<file path="src/rtl/apu_noise.sv">
// NES APU noise channel: 15-bit LFSR, envelope, length counter, registered sample.
// Define APU_NOISE_SHORT_MODE_EN to enable the short-sequence (tap 6) mode from reg_period[7].
module apu_noise (
  input  logic       clk,
  input  logic       rst,
  input  logic       apu_cycle,
  input  logic       qtrframe,
  input  logic       halfframe,
  input  logic       en,
  input  logic [7:0] reg_ctrl,
  input  logic [7:0] reg_period,
  input  logic [7:0] reg_length,
  input  logic       reg_ctrl_update,
  input  logic       reg_period_update,
  input  logic       reg_len_update,
  output logic       active,
  output logic [3:0] sample
);

  logic [14:0] lfsr_r,    lfsr_nxt_s;
  logic [10:0] timer_r,   timer_nxt_s;
  logic        start_r,   start_nxt_s;
  logic [3:0]  divider_r, divider_nxt_s;
  logic [3:0]  decay_r,   decay_nxt_s;
  logic [7:0]  length_r,  length_nxt_s;
  logic [3:0]  sample_r,  sample_nxt_s;
  logic        tap_s;
  logic        fb_s;
  logic        unused_s;

  function automatic logic [10:0] period_lut(input logic [3:0] idx);
    case (idx)
      4'd0:    period_lut = 11'd2;
      4'd1:    period_lut = 11'd4;
      4'd2:    period_lut = 11'd8;
      4'd3:    period_lut = 11'd16;
      4'd4:    period_lut = 11'd32;
      4'd5:    period_lut = 11'd48;
      4'd6:    period_lut = 11'd64;
      4'd7:    period_lut = 11'd80;
      4'd8:    period_lut = 11'd101;
      4'd9:    period_lut = 11'd127;
      4'd10:   period_lut = 11'd190;
      4'd11:   period_lut = 11'd254;
      4'd12:   period_lut = 11'd381;
      4'd13:   period_lut = 11'd508;
      4'd14:   period_lut = 11'd1017;
      4'd15:   period_lut = 11'd2034;
      default: period_lut = 11'd2;
    endcase
  endfunction

  function automatic logic [7:0] length_lut(input logic [4:0] idx);
    case (idx)
      5'd0:  length_lut = 8'd10;   5'd1:  length_lut = 8'd254;
      5'd2:  length_lut = 8'd20;   5'd3:  length_lut = 8'd2;
      5'd4:  length_lut = 8'd40;   5'd5:  length_lut = 8'd4;
      5'd6:  length_lut = 8'd80;   5'd7:  length_lut = 8'd6;
      5'd8:  length_lut = 8'd160;  5'd9:  length_lut = 8'd8;
      5'd10: length_lut = 8'd60;   5'd11: length_lut = 8'd10;
      5'd12: length_lut = 8'd14;   5'd13: length_lut = 8'd12;
      5'd14: length_lut = 8'd26;   5'd15: length_lut = 8'd14;
      5'd16: length_lut = 8'd12;   5'd17: length_lut = 8'd16;
      5'd18: length_lut = 8'd24;   5'd19: length_lut = 8'd18;
      5'd20: length_lut = 8'd48;   5'd21: length_lut = 8'd20;
      5'd22: length_lut = 8'd96;   5'd23: length_lut = 8'd22;
      5'd24: length_lut = 8'd192;  5'd25: length_lut = 8'd24;
      5'd26: length_lut = 8'd72;   5'd27: length_lut = 8'd26;
      5'd28: length_lut = 8'd16;   5'd29: length_lut = 8'd28;
      5'd30: length_lut = 8'd32;   5'd31: length_lut = 8'd30;
      default: length_lut = 8'd10;
    endcase
  endfunction

  // Timer and LFSR next state; the period is sampled only at reload time.
  always_comb begin
`ifdef APU_NOISE_SHORT_MODE_EN
    tap_s = reg_period[7] ? lfsr_r[6] : lfsr_r[1];
`else
    tap_s = lfsr_r[1];
`endif
    fb_s        = lfsr_r[0] ^ tap_s;
    lfsr_nxt_s  = lfsr_r;
    timer_nxt_s = timer_r;
    if (apu_cycle) begin
      if (timer_r == 11'd0) begin
        timer_nxt_s = period_lut(reg_period[3:0]) - 11'd1;
        lfsr_nxt_s  = {fb_s, lfsr_r[14:1]};
      end else begin
        timer_nxt_s = timer_r - 11'd1;
      end
    end else begin
      timer_nxt_s = timer_r;
    end
  end

  // Envelope next state; a length write re-arms the start flag even on a quarter-frame.
  always_comb begin
    start_nxt_s   = start_r | reg_len_update;
    divider_nxt_s = divider_r;
    decay_nxt_s   = decay_r;
    if (qtrframe) begin
      if (start_r) begin
        start_nxt_s   = reg_len_update;
        decay_nxt_s   = 4'd15;
        divider_nxt_s = reg_ctrl[3:0];
      end else if (divider_r == 4'd0) begin
        divider_nxt_s = reg_ctrl[3:0];
        if (decay_r != 4'd0) begin
          decay_nxt_s = decay_r - 4'd1;
        end else if (reg_ctrl[5]) begin
          decay_nxt_s = 4'd15;
        end else begin
          decay_nxt_s = decay_r;
        end
      end else begin
        divider_nxt_s = divider_r - 4'd1;
      end
    end else begin
      divider_nxt_s = divider_r;
    end
  end

  // Length counter and output sample, the sample built from post-update state.
  always_comb begin
    length_nxt_s = length_r;
    sample_nxt_s = 4'd0;
    if (!en) begin
      length_nxt_s = 8'd0;
    end else if (reg_len_update) begin
      length_nxt_s = length_lut(reg_length[7:3]);
    end else if (halfframe && !reg_ctrl[5] && (length_r != 8'd0)) begin
      length_nxt_s = length_r - 8'd1;
    end else begin
      length_nxt_s = length_r;
    end
    if ((length_nxt_s == 8'd0) || lfsr_nxt_s[0]) begin
      sample_nxt_s = 4'd0;
    end else if (reg_ctrl[4]) begin
      sample_nxt_s = reg_ctrl[3:0];
    end else begin
      sample_nxt_s = decay_nxt_s;
    end
  end

  // State registers with synchronous active-low reset.
  always_ff @(posedge clk) begin
    if (!rst) begin
      lfsr_r    <= 15'h0001;
      timer_r   <= 11'd0;
      start_r   <= 1'b0;
      divider_r <= 4'd0;
      decay_r   <= 4'd0;
      length_r  <= 8'd0;
      sample_r  <= 4'd0;
    end else begin
      lfsr_r    <= lfsr_nxt_s;
      timer_r   <= timer_nxt_s;
      start_r   <= start_nxt_s;
      divider_r <= divider_nxt_s;
      decay_r   <= decay_nxt_s;
      length_r  <= length_nxt_s;
      sample_r  <= sample_nxt_s;
    end
  end

  assign active   = (length_r != 8'd0);
  assign sample   = sample_r;
  assign unused_s = ^{reg_ctrl[7:6], reg_period[7:4], reg_length[2:0],
                      reg_ctrl_update, reg_period_update};

endmodule

</file>
<file path="config.mk">
export PLATFORM = sky130hd
export DESIGN_NAME = apu_noise
export DESIGN_NICKNAME = d
export VERILOG_FILES = /design/src/rtl/apu_noise.sv
export SDC_FILE = /design/constraint.sdc
export NUM_CORES = 1
export LEC_CHECK = 0
export ABC_AREA = 1
export BUFFER_PORTS_ARGS = -buffer_cell sky130_fd_sc_hd__clkbuf_2
export CAP_MARGIN = 20
export CORE_MARGIN = 1
export CORE_UTILIZATION = 50
export DETAILED_ROUTE_END_ITERATION = 8
export GPL_ROUTABILITY_DRIVEN = 0
export PLACE_DENSITY = 0.7
export SLEW_MARGIN = 25
export SYNTH_ARGS = -nofsm -noshare
export SYNTH_HDL_FRONTEND = slang
export SYNTH_SLANG_ARGS = --single-unit
</file>
<file path="constraint.sdc">
create_clock -name clk -period 5.5 [get_ports clk]
set_input_delay 0.275 -clock clk [delete_from_list [all_inputs] [get_ports clk]]
set_output_delay 0.275 -clock clk [all_outputs]
set_load 0.03 [all_outputs]
</file>
[Word level (Yosys, flattened, before mapping)]
Memory sizes are Yosys's and may differ from the RTL's.
Index checks and enable logic that the tools add are counted.
W data, S select, Z words.
Storage, ports and cells
  bits in registers: 47
  memory bits (read-only): 400
  input port bits: 33
  output and inout bits: 5
  word-level logic and storage cells: 47
  memories: 2
Memories
  (no name shown): words 32, bits a word 7, rd ports 1, clocked after Yosys merged registers in 0, wr ports 0, line 54  | case (idx)
  (no name shown): words 16, bits a word 11, rd ports 1, clocked after Yosys merged registers in 0, wr ports 0, line 32  | case (idx)
Cells by class
  add/sub/neg operators: 5
  multiplexer cells: 18
  bitwise gates (word level): 3
  reduce and logical (&&, ||, !) cells: 11
Operator list (count)
  $mux W11: 3
  $mux W4: 8
  $mux W8: 3
  $sub A11 B1 Y11 const B: 2
  $logic_not A11 Y1: 1
  $logic_not A8 Y1: 1
  $reduce_bool A8 Y1: 1
  $sub A4 B1 Y4 const B: 2
  $sub A8 B1 Y8 const B: 1
  $logic_not A4 Y1: 1
  $mux W1: 4
  $reduce_bool A4 Y1: 1
  $logic_and A1 B1 Y1: 2
  $reduce_and A2 Y1: 1
  $reduce_or A2 Y1: 1
  $logic_not A1 Y1: 1
  $logic_or A1 B1 Y1: 1
  $not A1 Y1: 1
  $or A1 B1 Y1: 1
  $xor A1 B1 Y1: 1

[Logic depth before layout (Yosys ltp)]
  depth after elaboration: 9
  gate-level depth with buffers: 16
  mapped depth without buffers: 15

[Worst setup path after synthesis]
OpenSTA, ideal clock, no wires.
  path type: flip-flop to flip-flop
  start point: reg timer_r[8]
  end point: reg timer_r[10]
  library setup time: 0.116 ns
  arrival time: 1.833 ns
  required time: 5.384 ns
  slack: 3.551 ns
  cell stages (with the launch flop): 15
  path through: dfxtp_1 nor2_1 nand2_1 nor2_4 nand2_2 buf_6 o21ai_4 ha_1 inv_1 nor2_1 nand2_1 nor2_2 nand3_1 o21ai_0 nor2_1
Between the ends
  cells in the longest elaborated chain, start to end: 2
  elaborated cells between the ends (all ways): 3
  those cells by class: add/sub (1); mux (1); reduce/logical (1)
RTL lines
  from (decl): line 21  | logic [10:0] timer_r, timer_nxt_s;
  from (signal assigned): line 158  | timer_r <= timer_nxt_s;
  $sub A11 B1 Y11 or $logic_not A11 Y1 (tied branches): line 90, 86
  $mux W11 *: line 86  | if (timer_r == 11'd0) begin
Every way passes the cells marked *; elsewhere a longest branch is shown, timed or not.
A chain may end at the register's enable or synchronous reset.

[Worst setup path after layout]
  start point: reg timer_r[8]
  end point: reg sample_r[3] (netlist: sample[3])
Between the ends
  cells in the longest elaborated chain, start to end: 5
RTL lines
  $logic_not A11 Y1: line 86
  $mux W1: line 86
  $mux W1: line 85  | if (apu_cycle) begin
  $logic_or A1 B1 Y1: line 137  | if ((length_nxt_s == 8'd0) || lfsr_nxt_s[0]) begin
  $reduce_or A2 Y1 (no source line)
  to (signal assigned): line 163  | sample_r <= sample_nxt_s;
  to (decl): line 26  | logic [3:0] sample_r, sample_nxt_s;
Every way passes these cells.

==> flow_metrics.tcl <==
set metrics [dict create \
    p_clk_share_pct 29.0 \
    final.min_clock_period_ns 2.53 \
    synthesis.nets 551 \
    hold_viol 0 \
    vias 3022 \
    antenna_found_initial 0 \
    insertion_delay_ns 0.30 \
    die_x_um 80.4 \
    synth-simple-area-share_pct 34.8 \
    post_cts_buffers 0 \
    criticalPathCategory "reg -> reg" \
    fin_skew_ns 0.00600 \
    cts_made_buffers 5 \
    yosysTopAreaCell "dfxtp_1" \
    antenna_left 0 \
    grt_usage_pct 21.0 \
    min_path_type "in -> reg" \
    grt_max_degree 26 \
    critPathTopFamily "simple AND/OR/NAND/NOR gates" \
    grt_pass1_wl_um 10900 \
    netSwitchingPower_uw 358 \
    crit_start "timer_r[8]$_SDFFE_PN0P_" \
    leakagePower_nw 1.77 \
    timing.max_cap.violations 0 \
    synthCells 507 \
    fmax_mhz 395 \
    drcViolationCount 0 \
    cts_tree "built" \
    syn_area_um2 3070 \
    hold_start "reg_ctrl[1]" \
    drtIter0Drc 103 \
    sw_frac_of_total_pct 34.8 \
    cp_common_cell "nor2_1" \
    vias_per_cell 5.00 \
    startpoint_type "flop" \
    cp-end-kind "flop" \
    clk_pin_slew_ns 0.09 \
    synth_top_cell_area_share_pct 30.6 \
    p_per_area_nw_per_um2 307 \
    cp_max_fo 16 \
    ys_ff_latch 47 \
    slew_headroom_pct 48.2 \
    clock_path_buffers 2 \
    cp.depth 10 \
    async_flop_share_pct 0 \
    synthMuxAreaShare_pct 0 \
    slowest_stage "nor2_1" \
    wl_per_cell_um 10.3 \
    crit_chain "nor2_1 > nand2_1 > nor2_4 > nand2_2 > nor2_1 > inv_2 > o211ai_1 > inv_1 > nand2_2 > nor2_1" \
    synth_common_cells "nand2_1 (132), nor2_1 (76), inv_1 (71), dfxtp_1 (47), o21ai_0 (45)" \
    synthFlopType "dfxtp_1" \
    cts_root_buf "clkbuf_8" \
    portBuffers 26 \
    rsz0062_at_grt "no" \
    synth_xor_area_share_pct 1.14 \
    clock-sinks 47 \
    synth_edf_count 0 \
    power_frac_comb_pct 32.5 \
    p_int_uw 671 \
    required_ns 5.70 \
    syn2layout_area_growth_pct 9.29 \
    setup_violations 0 \
    ys_types 34 \
    vdd_drop_max_mv 0.168 \
    final_core_util_pct 56.7 \
    postPlaceCellArea_um2 3220 \
    cts_resized 0 \
    holdPathStages 3 \
    io_pins 38 \
    cp_slowest_stage_delay_ns 0.65 \
    firstDrtPassIters 4 \
    worst_slew_pin_slew_ns 0.774 \
    yosysMostFrequentCell "nand2_1" \
    synth_compound_area_share_pct 17.2 \
    avgSynthCellArea_um2 6.06 \
    grt_pass1_vias 2595 \
    final.setup.tns_ns 0 \
    yosysWarnings 0 \
    die_y_um 80.4 \
    r2r-start "timer_r[8]$_SDFFE_PN0P_" \
    drive_gt1_share_pct 8.88 \
    report.final.slew_viol_count 0 \
    dieArea_um2 6460 \
    power_frac_seq_pct 38.5 \
    num_antenna_cells 0 \
    critPathBufInv 2 \
    wl_um 6240 \
    ys_seq_area_share_pct 30.6 \
    overflow 0 \
    htreeDepth 2 \
    synth_top_family_by_area "simple AND/OR/NAND/NOR gates" \
    outcome "finished, final reports clean" \
    fp-row-count 28 \
    place_hpwl_um 4750 \
    critPathArrivalTime_ns 2.73 \
    design_area_um2 3360 \
    yosys.area_share.adder_pct 4.48 \
    core_um2 5920 \
    synthTopCellsByArea "dfxtp_1 (31%), nand2_1 (16%), nor2_1 (9.3%), inv_1 (8.7%), o21ai_0 (7.3%)" \
    reg2regPathDepth 10 \
    layout.nets 572 \
    start_util_pct 51.9 \
    cts.hold.buffers_added 0 \
    period_share_pct 46.0 \
]
## flip-flops by register name, indices dropped and copies added (netlist names)
signal and count:
timer_r 11, decay_r 4, start_r 1, sample 4
length_r 8, divider_r 4, lfsr_r 15
## power by group through the flow
| stage | Clock, mW | Sequential, mW | Combinational (mW) |
|---|---|---|---|
| 2_1_floorplan | 0 | 0.403 | 0.270 |
| 3_3_place_gp | 0 | 0.403 | 0.328 |
| 3_5_place_dp | 0 | 0.404 | 0.333 |
| 4_1_cts | 0.305 | 0.397 | 0.334 |
| 5_1_grt | 0.318 | 0.402 | 0.387 |
| 6_report | 0.298 | 0.396 | 0.334 |
## kinds of logic after synthesis
group,after synthesis
AND/OR/NAND/NOR,260
adder cells (fa/ha/maj),11
XOR/XNOR,4
AO/OA/AOI/OAI,96
buffers and inverters,89
flip-flops,47
## path summary, 6_finish.rpt
check                           slack (ns)                         to
worst max-delay path                  2.97       sample[3]$_SDFF_PP0_
worst min-delay path                  0.25       sample[1]$_SDFF_PP0_
worst min register to register        0.47  divider_r[2]$_SDFFE_PN0P_
worst max register to register        2.97       sample[3]$_SDFF_PP0_
## area by class of cell
type	instances	area (µm²)
flip-flops and latches	47	941
clock inverters	2	60.1
inverters	77	289
fillers	613	2560
clock buffers	6	72.6
repair buffers	26	130
multi-input cells	371	1770
well taps	75	93.8
## tightest hold or removal path, delay by kind of cell
family | cells | cell delay (ns)
buffers and inverters | 1 | 0.09
and+or+nand+nor | 1 | 0.09
AOI/OAI and AO/OA | 1 | 0.06
## cell usage in the layout (no fill, tap or decap), drive strengths merged
master and n:
nand2 134, a211oi 1, o21ai 50, nor2 82
o211ai 6, nand3 37, o21a 1, nand3b 1
inv 73, a21boi 1, xnor2 2, nand4 3
a31oi 3, o22ai 1, o21bai 1, xor2 2
o221ai 1, dfxtp 47, clkbuf 32, or2 1
bufinv 2, a21oi 31, nor3 2, clkinv 4
ha 11
## stage by stage
step           hold WS [ns]  power, mW  cells  setup WS [ns]
6_report              0.248       1.03    604           2.97
5_1_grt               0.261       1.11    604           2.65
3_5_place_dp          0.461      0.737    596           2.95
4_1_cts               0.240       1.04    604           2.95
3_3_place_gp          0.456      0.732    596           3.04
2_1_floorplan         0.399      0.673    507           3.55
## per-layer routing
| metal | GRT usage [%] | vias up | share of wire, % | routed length [µm] |
|---|---|---|---|---|
| li1 | - | 1652 | - | - |
| met4 | 4.82 | 0 | 0.98 | 61 |
| met5 | 0 | - | 0 | 0 |
| met3 | 3.41 | 5 | 4.0 | 250 |
| met1 | 26.6 | 1301 | 49 | 3040 |
| met2 | 36.7 | 64 | 46 | 2890 |
No activity file was read; power rests on OpenSTA's default activity.
